File: src/rtl/servo_pkg.sv
// ============================================================================
// servo_pkg : shared constants, register map and FSM states for servo_ramp_ctrl
// Rev 1.0
// ============================================================================
`default_nettype none

package servo_pkg;

   localparam int NCH = 8;

   localparam logic [7:0] E_OFF  = 8'd0;
   localparam logic [7:0] T_OFF  = 8'd4;
   localparam logic [7:0] D_OFF  = 8'd8;
   localparam logic [7:0] STRIDE = 8'd12;

   typedef enum logic [2:0] {
      INIT_T = 3'd0,
      INIT_D = 3'd1,
      INIT_E = 3'd2,
      IDLE   = 3'd3,
      SWEEP  = 3'd4
   } state_t;

   function automatic logic [7:0] reg_addr(input logic [2:0] ch, input logic [7:0] off);
      return ({5'd0, ch} * STRIDE) + off;
   endfunction

endpackage

`default_nettype wire

File: src/rtl/tick_gen.sv
// ============================================================================
// tick_gen : free-running divider producing a one-cycle tick every TICK_DIV clocks
// Rev 1.0
// ============================================================================
`default_nettype none

module tick_gen #(
   parameter int unsigned TICK_DIV = 50000
) (
   input  logic clk,
   input  logic rst,
   output logic tick
);

   localparam int CW = $clog2(TICK_DIV);

   logic [CW-1:0] r_cnt;

   assign tick = (r_cnt == CW'(TICK_DIV - 1));

   always_ff @(posedge clk) begin
      if (rst) begin
         r_cnt <= '0;
      end else if (tick) begin
         r_cnt <= '0;
      end else begin
         r_cnt <= r_cnt + CW'(1);
      end
   end

endmodule

`default_nettype wire

File: src/rtl/servo_ramp_ctrl.sv
// ============================================================================
// servo_ramp_ctrl : initialises the 8-channel PWM peripheral, then ramps each
// channel's duty toward its commanded target once per tick. Rev 1.0
// ============================================================================
`default_nettype none

module servo_ramp_ctrl
   import servo_pkg::*;
#(
   parameter int unsigned TICK_DIV  = 50000,
   parameter logic [31:0] PERIOD    = 32'd1000000,
   parameter logic [31:0] DUTY_INIT = 32'd75000,
   parameter logic [31:0] DUTY_MIN  = 32'd50000,
   parameter logic [31:0] DUTY_MAX  = 32'd100000
) (
   input  logic        clk,
   input  logic        rst,
   input  logic        cmd_valid,
   output logic        cmd_ready,
   input  logic [2:0]  cmd_ch,
   input  logic [31:0] cmd_target,
   input  logic [15:0] cmd_step,
   output logic        pwm_cs,
   output logic        pwm_wr,
   output logic        pwm_rd,
   output logic [7:0]  pwm_addr,
   output logic [31:0] pwm_d,
   output logic        busy,
   output logic [7:0]  ch_moving,
   output logic        all_done
);

   state_t      r_state, w_state_nxt;
   logic [2:0]  r_idx, w_idx_nxt;
   logic        r_cs, w_cs_nxt;
   logic [7:0]  r_addr, w_addr_nxt;
   logic [31:0] r_d, w_d_nxt;
   logic        w_upd;

   logic [31:0] r_cur  [NCH];
   logic [31:0] r_tgt  [NCH];
   logic [15:0] r_step [NCH];

   logic        w_tick;
   logic        w_cmd_acc;
   logic [31:0] w_clamped;
   logic [31:0] w_cur, w_tgt, w_stp, w_diff, w_next;
   logic        w_last;

   tick_gen #(.TICK_DIV(TICK_DIV)) u_tick (
      .clk  (clk),
      .rst  (rst),
      .tick (w_tick)
   );

   assign pwm_cs    = r_cs;
   assign pwm_wr    = r_cs;
   assign pwm_rd    = 1'b0;
   assign pwm_addr  = r_addr;
   assign pwm_d     = r_d;
   assign busy      = (r_state != IDLE);
   assign cmd_ready = (r_state == IDLE) || (r_state == SWEEP);
   assign all_done  = ~|ch_moving;
   assign w_cmd_acc = cmd_valid && cmd_ready;
   assign w_last    = (r_idx == 3'(NCH - 1));

   for (genvar i = 0; i < NCH; i++) begin : g_moving
      assign ch_moving[i] = (r_cur[i] != r_tgt[i]);
   end

   always_comb begin
      w_clamped = cmd_target;
      if (cmd_target < DUTY_MIN) begin
         w_clamped = DUTY_MIN;
      end else if (cmd_target > DUTY_MAX) begin
         w_clamped = DUTY_MAX;
      end
   end

   // Step toward the target without ever crossing it; step 0 means jump.
   always_comb begin
      w_cur  = r_cur[r_idx];
      w_tgt  = r_tgt[r_idx];
      w_stp  = {16'd0, r_step[r_idx]};
      w_diff = (w_cur > w_tgt) ? (w_cur - w_tgt) : (w_tgt - w_cur);
      w_next = w_tgt;
      if ((w_stp != 32'd0) && (w_diff > w_stp)) begin
         w_next = (w_cur > w_tgt) ? (w_cur - w_stp) : (w_cur + w_stp);
      end
   end

   always_comb begin
      w_state_nxt = r_state;
      w_idx_nxt   = r_idx;
      w_cs_nxt    = 1'b0;
      w_addr_nxt  = 8'd0;
      w_d_nxt     = 32'd0;
      w_upd       = 1'b0;
      case (r_state)
         INIT_T: begin
            w_cs_nxt   = 1'b1;
            w_addr_nxt = reg_addr(r_idx, T_OFF);
            w_d_nxt    = PERIOD;
            w_idx_nxt  = r_idx + 3'd1;
            if (w_last) w_state_nxt = INIT_D;
         end
         INIT_D: begin
            w_cs_nxt   = 1'b1;
            w_addr_nxt = reg_addr(r_idx, D_OFF);
            w_d_nxt    = DUTY_INIT;
            w_idx_nxt  = r_idx + 3'd1;
            if (w_last) w_state_nxt = INIT_E;
         end
         INIT_E: begin
            w_cs_nxt   = 1'b1;
            w_addr_nxt = reg_addr(r_idx, E_OFF);
            w_d_nxt    = 32'd1;
            w_idx_nxt  = r_idx + 3'd1;
            if (w_last) w_state_nxt = IDLE;
         end
         IDLE: begin
            w_idx_nxt = 3'd0;
            if (w_tick) w_state_nxt = SWEEP;
         end
         SWEEP: begin
            if (w_cur != w_tgt) begin
               w_cs_nxt   = 1'b1;
               w_addr_nxt = reg_addr(r_idx, D_OFF);
               w_d_nxt    = w_next;
               w_upd      = 1'b1;
            end
            w_idx_nxt = r_idx + 3'd1;
            if (w_last) w_state_nxt = IDLE;
         end
         default: begin
            w_state_nxt = INIT_T;
            w_idx_nxt   = 3'd0;
         end
      endcase
   end

   always_ff @(posedge clk) begin
      if (rst) begin
         r_state <= INIT_T;
         r_idx   <= 3'd0;
         r_cs    <= 1'b0;
         r_addr  <= 8'd0;
         r_d     <= 32'd0;
         for (int i = 0; i < NCH; i++) begin
            r_cur[i]  <= DUTY_INIT;
            r_tgt[i]  <= DUTY_INIT;
            r_step[i] <= 16'd0;
         end
      end else begin
         r_state <= w_state_nxt;
         r_idx   <= w_idx_nxt;
         r_cs    <= w_cs_nxt;
         r_addr  <= w_addr_nxt;
         r_d     <= w_d_nxt;
         if (w_upd) r_cur[r_idx] <= w_next;
         // The sweep above read the old tgt/step, so a same-cycle command waits a tick.
         if (w_cmd_acc) begin
            r_tgt[cmd_ch]  <= w_clamped;
            r_step[cmd_ch] <= cmd_step;
         end
      end
   end

endmodule

`default_nettype wire
File: config.mk
export PLATFORM = sky130hd
export DESIGN_NAME = servo_ramp_ctrl
export DESIGN_NICKNAME = d
export VERILOG_FILES = /design/src/rtl/servo_pkg.sv /design/src/rtl/tick_gen.sv /design/src/rtl/servo_ramp_ctrl.sv
export SDC_FILE = /design/constraint.sdc
export NUM_CORES = 2
export LEC_CHECK = 0
export BUFFER_PORTS_ARGS = -buffer_cell sky130_fd_sc_hd__buf_2
export CELL_PAD_IN_SITES_DETAIL_PLACEMENT = 1
export CELL_PAD_IN_SITES_GLOBAL_PLACEMENT = 2
export CORE_MARGIN = 4
export CORE_UTILIZATION = 40
export DETAILED_ROUTE_END_ITERATION = 10
export GPL_TIMING_DRIVEN = 0
export PLACE_DENSITY_LB_ADDON = 0.1
export SLEW_MARGIN = 20
export SYNTH_ARGS = -nofsm -noshare
export SYNTH_HDL_FRONTEND = slang
export SYNTH_SLANG_ARGS = --single-unit
File: constraint.sdc
create_clock -name clk -period 10.5 [get_ports clk]
set_clock_uncertainty 0.05 [all_clocks]
set_input_delay 2.1 -clock clk [delete_from_list [all_inputs] [get_ports clk]]
set_output_delay 2.1 -clock clk [all_outputs]
set_load 0.02 [all_outputs]
==> impl_metrics.tcl <==
set metrics [dict create \
    status "complete, no violations" \
    worst_pin_slew_ps 1350 \
    power_density_mw_per_mm2 205 \
    critPathCaptureType "register" \
    p_sw_share_pct 37.9 \
    coreArea_mm2 0.0969 \
    synth_seq_cells 701 \
    clkSinkCount 701 \
    postLayoutCellArea_mm2 0.0457 \
    worstSetupPathDepth 30 \
    grt_max_degree 40 \
    cts_root_buf "clkbuf_16" \
    yosysSeqAreaShare_pct 52.3 \
    yosysWarnings 0 \
    die_h_um 321 \
    switching_power_w 0.00354 \
    r2r_slack_ps 340 \
    dieArea_mm2 0.103 \
    worstPathBufferInverterCount 10 \
    rr_startpoint "r_idx[2]" \
    final_cell_mix "edfxtp_1, xnor2_1, nand2_1, a21oi_1, nor2_1" \
    area_growth_pct 17.0 \
    worstPathArrival_ps 10490 \
    port_buffers 102 \
    setup_viol 0 \
    worstSetupPathType "reg -> reg" \
    fin_crit_ps 10160 \
    hold_path.class "reg -> reg" \
    grt_use_total_pct 35.2 \
    seqPwrFrac_pct 34.1 \
    grt_pass1_vias 31100 \
    rsz0062_at_grt "true" \
    drtIter0Drc 3895 \
    ant_nets 0 \
    clockPowerShare_pct 31.8 \
    final_max_slew_viol_count 0 \
    route.detailed.drc 0 \
    worst_skew_pair.late_latency_ps 690 \
    crit_end "r_cur[7][23]" \
    fmax_ghz 0.0984 \
    cts.clk_slew.worst_paths_ps 60 \
    cts_hold_repair.buffers 0 \
    antenna_found_initial 5 \
    dr.pass1.iters 5 \
    ir_drop_uv 143 \
    period_share_pct 96.8 \
    fp-row-count 114 \
    syn_area_per_cell_um2 12.1 \
    reg2reg_to "r_cur[7][23]" \
    ys_async_sr_fraction_pct 0 \
    worstPathRequired_ps 10820 \
    syn_inst 3222 \
    synth_top_flop_cell "edfxtp_1" \
    fill_cells 10100 \
    syn_area_mm2 0.0391 \
    dp.cells 4735 \
    p_leak_nw 16.4 \
    mostFrequentLayoutCell "edfxtp_1" \
    routed_wl_mm 183 \
    internal-power_w 0.00581 \
    place_ws_ps -4540 \
    slowest_stage "a311oi_2" \
    crit_start "r_idx[2]" \
    fin_nets 3721 \
    htreeDepth 3 \
    path_delay_family "compound AO/OA/AOI/OAI gates" \
    io-pin-count 108 \
    tritoncts "yes" \
    cts_buffer_depth 3 \
    wl_per_cell_um 37.4 \
    hold_violations 0 \
    die_w_um 321 \
    critPathLaunchType "register" \
    slew_headroom_pct 9.81 \
    max-cap-violations 0 \
    cts_made_buffers 81 \
    viasPerCell 6.27 \
    synth_cell_types 76 \
    setup_ws_ps 337 \
    crit_path_max_incr_delay_ps 560 \
    grt_pass1_wl_mm 251 \
    drive_above_1_share_pct 18.0 \
    place.gp.congestion 0.993 \
    grt_remaining_overflow 0 \
    critPathMaxFanout 11 \
    ff2ff_path_depth 30 \
    power_frac_comb_pct 34.1 \
    dpl_cell_area_mm2 0.0421 \
    cpMostUsedCell "buf_2" \
    start_util_pct 40.4 \
    dr_total_vias 30700 \
    instances_no_fill 4888 \
    synth_edf_count 640 \
    hpwl_mm 140 \
    holdWs_ps 416 \
]
## power by group through the flow
stage | registers, W | clock network, W | logic (W)
2_1_floorplan | 0.00323 | 0 | 0.00166
3_3_place_gp | 0.00326 | 0 | 0.00279
3_5_place_dp | 0.00325 | 0 | 0.00285
4_1_cts | 0.00319 | 0.00299 | 0.00296
5_1_grt | 0.00320 | 0.00311 | 0.00334
6_report | 0.00320 | 0.00297 | 0.00319
## cells in the mapped netlist (65+ instances only)
cell type	number	area [um2]
edfxtp_1	640	19200
xnor2_1	309	2710
nor2_1	174	653
inv_1	94	353
nand3_1	91	455
mux2i_1	65	651
and3_1	143	895
a211oi_1	120	901
ha_1	121	1510
and2_1	79	494
nand2_1	237	890
a21oi_1	201	1010
o21ai_0	74	370
mux4_2	160	3600
nand4_1	86	538
clkbuf_1	109	409
## cell type report
class | instances | area (um2) | share of cell area (%)
Antenna cell | 3 | 7.51 | 0.0164
Buffer | 188 | 1090 | 2.39
Clock buffer | 115 | 2290 | 5.00
Clock inverter | 35 | 450 | 0.985
Inverter | 94 | 357 | 0.779
Multi-Input combinational cell | 2354 | 18600 | 40.7
Sequential cell | 701 | 20400 | 44.7
Tap cell | 1276 | 1600 | 3.49
Timing Repair Buffer | 122 | 871 | 1.90
## through the flow
stage	total power (W)	util [%]	setup TNS, ps
final	0.00936	47.2	0
after CTS	0.00915	46.9	0
after global routing	0.00964	47.2	0
after floorplan	0.00489	-	0
after global placement	0.00604	43.0	-1461470
after detailed placement	0.00610	43.5	-1219230
## flip-flops by register name, summed over array words and instances, names as in the netlist
register,flops
pwm_addr,6
pwm_cs,1
r_step,128
r_cur,256
r_idx,3
r_tgt,256
u_tick.r_cnt,16
r_state,3
pwm_d,32
## repair_timing
item	in CTS	in global routing
cloned	0	0
pin swaps	2	5
setup endpoints to repair	288	288
gates resized for setup	147	65
buffers inserted	2	5
endpoints found under the hold margin	0	0
## cells by family (layout without fill, tap and decap cells)
family | after synthesis | in the layout | synth area share [%]
AND/OR/NAND/NOR | 966 | 966 | 12.7
AO/OA/AOI/OAI | 571 | 571 | 9.27
flip-flops | 701 | 701 | 52.3
XOR/XNOR | 343 | 343 | 7.68
buffers and inverters | 289 | 554 | 3.13
multiplexers | 226 | 226 | 10.9
adder cells (fa/ha/maj) | 125 | 125 | 4.08
other | 1 | 126 | 0.00959
## how the worst min path moves through the flow
stage,startpoint,endpoint,slack [ps],cells after the start
floorplan,u_tick.r_cnt[0],u_tick.r_cnt[0],380,1
global placement,u_tick.r_cnt[0],u_tick.r_cnt[0],390,1
detailed placement,u_tick.r_cnt[0],u_tick.r_cnt[0],410,1
CTS,u_tick.r_cnt[0],u_tick.r_cnt[0],420,1
global route,u_tick.r_cnt[0],u_tick.r_cnt[0],440,1
finish,u_tick.r_cnt[0],u_tick.r_cnt[0],420,1
## layer usage
metal / vias to the layer above / share of wire (%) / GRT usage (%)
met5: - / 0 / 0
met4: 0 / 4.7 / 14.1
met3: 321 / 11 / 10.4
met2: 1696 / 44 / 53.1
met1: 16000 / 41 / 47.9
li1: 12700 / - / -
(Power assumes the default switching activity.)
